<file path="config.mk">
export PLATFORM = sky130hd
export DESIGN_NAME = pipe_stage_skid
export DESIGN_NICKNAME = d
export VERILOG_FILES = /design/src/rtl/pipe_stage_skid.sv
export SDC_FILE = /design/constraint.sdc
export NUM_CORES = 1
export LEC_CHECK = 0
export ABC_AREA = 1
export CORE_MARGIN = 4
export CORE_UTILIZATION = 35
export DETAILED_ROUTE_END_ITERATION = 10
export PLACE_DENSITY = 0.65
export SETUP_SLACK_MARGIN = 0.5
export SYNTH_ARGS = -nofsm -noshare
export SYNTH_HDL_FRONTEND = slang
export SYNTH_SLANG_ARGS = --single-unit
</file>
<file path="constraint.sdc">
create_clock -name clk -period 1.65 [get_ports clk]
set_input_delay 0.4125 -clock clk [delete_from_list [all_inputs] [get_ports clk]]
set_output_delay 0.4125 -clock clk [all_outputs]
set_load 0.01 [all_outputs]
</file>
<file path="src/rtl/pipe_stage_skid.sv">
// Inter-stage pipeline register with valid/ready handshake and a 2-entry skid buffer.
// Control bits are zeroed in every bubble; flush squashes held and incoming entries.
module pipe_stage_skid #(
    parameter int              DATA_W     = 32,
    parameter int              CTRL_W     = 4,
    parameter logic [DATA_W-1:0] RESET_DATA = '0
) (
    input  logic              clk,
    input  logic              clrn,
    input  logic              flush,
    input  logic              in_valid,
    output logic              in_ready,
    input  logic [CTRL_W-1:0] in_ctrl,
    input  logic [DATA_W-1:0] in_data,
    output logic              out_valid,
    input  logic              out_ready,
    output logic [CTRL_W-1:0] out_ctrl,
    output logic [DATA_W-1:0] out_data,
    output logic [1:0]        count
);

    typedef enum logic [1:0] {
        EMPTY = 2'd0,
        ONE   = 2'd1,
        FULL  = 2'd2
    } state_t;

    state_t            r_state;
    state_t            w_state_nxt;
    logic [CTRL_W-1:0] r_main_ctrl;
    logic [DATA_W-1:0] r_main_data;
    logic [CTRL_W-1:0] r_skid_ctrl;
    logic [DATA_W-1:0] r_skid_data;
    logic [CTRL_W-1:0] w_main_ctrl_nxt;
    logic [DATA_W-1:0] w_main_data_nxt;
    logic [CTRL_W-1:0] w_skid_ctrl_nxt;
    logic [DATA_W-1:0] w_skid_data_nxt;
    logic              w_push;
    logic              w_pop;

    // Handshake flags depend only on the registered occupancy, never on out_ready.
    assign in_ready  = (r_state != FULL);
    assign out_valid = (r_state != EMPTY);
    assign w_push    = in_valid & in_ready;
    assign w_pop     = out_valid & out_ready;

    assign out_ctrl  = r_main_ctrl;
    assign out_data  = r_main_data;
    assign count     = r_state;

    always_comb begin
        w_state_nxt     = r_state;
        w_main_ctrl_nxt = r_main_ctrl;
        w_main_data_nxt = r_main_data;
        w_skid_ctrl_nxt = r_skid_ctrl;
        w_skid_data_nxt = r_skid_data;

        if (flush) begin
            // Squash everything; the head data stays visible but is no longer valid.
            w_state_nxt     = EMPTY;
            w_main_ctrl_nxt = '0;
            w_skid_ctrl_nxt = '0;
        end else begin
            unique case (r_state)
                EMPTY: begin
                    if (w_push) begin
                        w_main_ctrl_nxt = in_ctrl;
                        w_main_data_nxt = in_data;
                        w_state_nxt     = ONE;
                    end
                end
                ONE: begin
                    if (w_push && w_pop) begin
                        w_main_ctrl_nxt = in_ctrl;
                        w_main_data_nxt = in_data;
                    end else if (w_push) begin
                        w_skid_ctrl_nxt = in_ctrl;
                        w_skid_data_nxt = in_data;
                        w_state_nxt     = FULL;
                    end else if (w_pop) begin
                        w_main_ctrl_nxt = '0;
                        w_state_nxt     = EMPTY;
                    end
                end
                FULL: begin
                    if (w_pop) begin
                        w_main_ctrl_nxt = r_skid_ctrl;
                        w_main_data_nxt = r_skid_data;
                        w_skid_ctrl_nxt = '0;
                        w_state_nxt     = ONE;
                    end
                end
                default: begin
                    w_state_nxt     = EMPTY;
                    w_main_ctrl_nxt = '0;
                    w_skid_ctrl_nxt = '0;
                end
            endcase
        end
    end

    always_ff @(posedge clk) begin
        if (!clrn) begin
            r_state     <= EMPTY;
            r_main_ctrl <= '0;
            r_main_data <= RESET_DATA;
            r_skid_ctrl <= '0;
            r_skid_data <= '0;
        end else begin
            r_state     <= w_state_nxt;
            r_main_ctrl <= w_main_ctrl_nxt;
            r_main_data <= w_main_data_nxt;
            r_skid_ctrl <= w_skid_ctrl_nxt;
            r_skid_data <= w_skid_data_nxt;
        end
    end

endmodule

</file>
==> out/qor.yml <==
cts:
  clock_path_buffers: 2
  cts_tree: "yes"
  clkSinkCount: 74
  hold_buffers: 0
  worstSkewPairLatency_ns: 0.35
  path_clk_slew_ns: 0.09
  cts-buffers-inserted: 9
  clock_tree.root_cell: "clkbuf_8"
  cts_max_level: 3
routing:
  vias_per_cell: 4.72
  vias: 3845
  drt-pass1-iter-count: 4
  finalWirelength_um: 10700
  wl_per_cell_um: 13.1
  drtAntennaViolNets: 0
  drc: 0
  drtIter0Drc: 115
layout:
  area_growth_pct: 57.3
  final_common_cell: "nand2_1"
  antenna_cells: 0
  drive_above_1_share: 0.312
  layout.nets: 718
  final_cell_mix: "nand2_1 (116), inv_1 (77), nand3_1 (70), nor2_1 (59), buf_6 (52)"
floorplan:
  num_rows: 36
  coreArea_um2: 9860
  io_pins: 81
  die_area_um2: 11900
  die_width_um: 109
  die_y_um: 109
  start_util: 0.363
sta:
  fmax_mhz: 631
  rsz0062_at_grt: "true"
  min_period_ns: 1.59
  setup_tns_ns: 0
  worst_pin_slew_ns: 0.357
  finalSetupViolCount: 0
  fin_skew_ns: 0.0106
  hold_violations: 0
  hold-worst-slack_ns: 0.444
  slew_violations: 0
  period_share: 0.961
  slew_headroom: 0.762
synthesis:
  synth_area_per_cell_um2: 6.45
  synth.distinct_cells: 20
  ys_seq_elements: 74
  syn-num-nets: 595
  synthCells: 554
  syn_area_um2: 3580
  yosysSeqAreaShare: 0.414
  synth_top_area_cell: "dfxtp_1"
  synth.top_cells.by_area: "dfxtp_1 (41%), nand2_1 (14%), nand3_1 (10%), inv_1 (8.2%), nor2_1 (7.5%)"
  yosysWarnings: 0
  synth_top_area_frac: 0.414
critical_path:
  worst_ep_required_time_ns: 1.93
  crit_type: "reg -> reg"
  cp_max_fo: 7
  worstSetupEndpointType: "register"
  cp_data_arrival_time_ns: 1.87
  start_kind: "register"
global_route:
  grt_pass1_wl_um: 16000
  antenna_found_initial: 0
  grt_pass1_vias: 3416
  grt_max_degree: 48
  overflow: 0
  grt_usage: 0.169
run_status:
  status: "finished, final reports clean"
place:
  dp_hpwl_um: 6380
  port_buffers: 80
  gp_congestion: 0.838
power:
  cellPowerDensity_nw_per_um2: 787
  power_leakage_nw: 2.64
  vdd_drop_max_v: 0.000538
run:
  maxCapViolCount: 0
min_path:
  hp-class: "in -> reg"
critical path: stages (launching register included):
cell and delay (ns):
dfxtp_4 0.36, buf_6 0.12, inv_4 0.06, buf_6 0.13, nor2_4 0.06, nand2_1 0.07, nand3_2 0.09, nor2_4 0.21
buf_12 0.14, clkbuf_16 0.16, nor2_2 0.04, nor2_1 0.06
routing by layer:
layer  track usage  part of all wire
met3        0.0361             0.050
met1         0.215              0.45
met4        0.0532             0.018
met5             0                 0
met2         0.285              0.48
final timing paths:
kind,slack (ns),cells after the start,end,start
hold / removal,0.44,3,count[1],clrn
setup / recovery,0.06,11,out_data[17],count[0]
setup reg to reg,0.06,11,out_data[17],count[0]
hold reg to reg,0.44,2,r_skid_data[10],r_skid_data[10]
cell families (layout without fill, tap and decap cells):
logic type / after synthesis / after routing / synth area share
simple gates: 290 / 290 / 0.344
buf+inv: 114 / 242 / 0.134
compound gates: 76 / 76 / 0.108
flops: 74 / 74 / 0.414
stage by stage:
step / utilization / setup WS, ns / cell area [um2] / total power (W) / instances
floorplan: - / 0.369 / 3650 / 0.00232 / 554
global placement: 0.472 / -0.145 / 4650 / 0.00267 / 759
detailed placement: 0.472 / -0.179 / 4650 / 0.00268 / 759
CTS: 0.525 / 0.0717 / 5180 / 0.00432 / 792
global route: 0.570 / 0.00862 / 5620 / 0.00463 / 815
finish: 0.570 / 0.0646 / 5620 / 0.00442 / 815
cells in the mapped netlist (all sizes together):
master    n
a21oi    42
nand2   136
nand4     1
nand3    77
dfxtp    74
inv      79
o21a      1
clkbuf   11
o21ai    33
nor2     75
buf      24
nor3      1
power breakdown:
part	internal, W	total (W)	leakage, nW	switching (W)
combinational	0.000497	0.000928	1.91	0.000432
sequential	0.00188	0.00193	0.619	0.0000577
clock	0.000835	0.00156	0.107	0.000727
final cells by class:
cell class | instances | area, um2
fill | 935 | 4240
multi-input combinational | 366 | 1830
timing repair buffer | 147 | 1570
sequential | 74 | 1540
inverter | 79 | 299
tap | 133 | 166
clock buffer | 11 | 163
clock inverter | 5 | 58.8
state kept, by name, indices dropped and copies added (netlist names):
| name | flops |
|---|---|
| count | 2 |
| out_ctrl | 4 |
| out_data | 32 |
| r_skid_ctrl | 4 |
| r_skid_data | 32 |
what timing repair did:
action / in CTS / in global routing
cloned: 1 / 3
hold endpoints to repair: 0 / 0
pin swaps: 2 / 33
endpoints found under the setup margin: 114 / 114
buffers inserted: 16 / 20
gates resized for setup: 235 / 83
Note: power is estimated with default switching activity, not from simulation.
==> patch: new RTL, same flow settings <==
Change the parameter `DATA_W` from 32 to 28.
--- a/src/rtl/pipe_stage_skid.sv
+++ b/src/rtl/pipe_stage_skid.sv
@@ -2,5 +2,5 @@
 // Control bits are zeroed in every bubble; flush squashes held and incoming entries.
 module pipe_stage_skid #(
-    parameter int              DATA_W     = 32,
+    parameter int              DATA_W     = 28,
     parameter int              CTRL_W     = 4,
     parameter logic [DATA_W-1:0] RESET_DATA = '0
Interface: changed (resized in_data and out_data); port bits go from 81 to 73. The function was not compared with the original's and may differ.
==> patch against the original RTL <==
  * Synthesized area down 11%
  * Clock skew is 0.0076 ns higher
  * Via count rose by 1.9%
  * Final area increased by 2.1%
  * Sequential cell count shrank 8
  * Total power down 8.1%
  * Setup slack better by 0.037 ns
  * Routed wire length grew 19%
==> patch: results (changes against the original RTL) <==
H-tree depth: 3 (unchanged)
fin nets: 668 (-7.0%)
synth unique cells: 17 (-15%)
HP Start: r_skid_data[22]
share of cells above drive strength 1: 40.3% (+9.0 points)
Pre-antenna DRT Iters: 6 (+2)
MaxCap Viol Count: 0 (unchanged)
post-CTS setup buffer count: 17 (+1)
DR WL/cell: 17.0 µm (+30%)
final WL: 12600 µm (+19%)
Leakage: 0.00254 µW (-3.7%)
DP Area: 0.00421 mm² (-9.5%)
vias in the first global route: 3397 (-0.56%)
Critical Path Start: count[0]
grt met2 use: 33.8% (+5.3 points)
Net Sw Frac: 28.5% (+1.0 points)
initial antenna violation count: 0 (unchanged)
placed insts: 679 (-11%)
CTS resizes: 266 (+13%)
worst reg2reg setup slack: 0.10 ns (+0.04 ns)
Final period util: 93.8% (-2.3 points)
worst hold path type: register to register
Worst VDD drop: 0.454 mV (-16%)
Seq/Total Area, Yosys: 41.5% (+0.098 points)
post-place setup slack: -0.297 ns (-0.118 ns)
vias: 3919 (+1.9%)
clock slew seen by the registers of the worst setup and hold paths: 0.07 ns (-0.02 ns)
Hold Path End: r_skid_data[22]
Comb pwr share: 23.5% (+2.5 points)
grt met1 use: 23.8% (+2.3 points)
# diodes: 0 (unchanged)
Placer Congestion: 0.866 (+3.4%)
pin count of the biggest net entering global routing: 29 (-40%)
clock network power: 1390 µW (-11%)
Hold Crit Depth: 2 (-1)
met3 Use GR: 3.29% (-0.33 points)
CTS buffer count: 9 (unchanged)
synth cell count leaders: nand2_1 (150), nand3_1 (96), dfxtp_1 (66), nor2_1 (66), inv_1 (46)
CP endpoint: out_data[19]
Final Setup Violations: 0 (unchanged)
number of port buffers: 72 (-10%)
Initial DRC Count: 273 (+140%)
DP HPWL: 6150 µm (-3.7%)
Most used DFF post-synth: dfxtp_1
share of synthesized flip-flops with an asynchronous set or reset: 0% (unchanged)
clock root cell: clkbuf_8
Area contributors post-synth: dfxtp_1 (42%), nand2_1 (18%), nand3_1 (15%)
Max-slew headroom: 70.7% (-5.5 points)
worst reg2reg path depth: 10 (-1)
Clk pwr share: 34.2% (-1.1 points)
net count after synthesis: 540 (-9.2%)
Setup Skew: 0.0183 ns (+0.00763 ns)
gr usage total: 19.2% (+2.3 points)
status: finished, final reports clean
critical path fanouts, max: 9 (+2)
critical path arrival: 1.77 ns (-0.10 ns)
global-route wire length before repair: 16200 µm (+0.77%)
Hold Slack: 0.466 ns (+0.0222 ns)
post-synthesis cell count: 503 (-9.2%)
Skew-Pair Late Insertion Delay: 0.34 ns
## patch: worst max-delay path: stages, from the launching register on
cell and delay (ns):
dfxtp_4 0.41, inv_4 0.05, buf_12 0.13, nand3_4 0.11, nand2_4 0.07, nor2_4 0.13, buf_12 0.16, buf_12 0.13
nand3_1 0.11, nand2_1 0.09, nor2_1 0.05
## patch: kinds of logic after synthesis
| logic type | Yosys count | share of synthesized area [%] |
|---|---|---|
| compound gates | 39 | 6.21 |
| buf+inv | 80 | 10.1 |
| flops | 66 | 41.5 |
| simple gates | 318 | 42.2 |
## patch: layer usage
metal | vias to the layer above | part of all wire, %
met5 | - | 0
li1 | 1847 | -
met4 | 0 | 3.0
met3 | 33 | 7.4
met2 | 193 | 51
met1 | 1846 | 38
## patch: final cells by class
cell class                 count  area, µm²
inverter                      49        203
fill                         706       3020
clock buffer                  12        145
sequential                    66       1370
timing repair buffer         148       1780
multi-input combinational    357       2060
clock inverter                 4       51.3
tap                          108        135
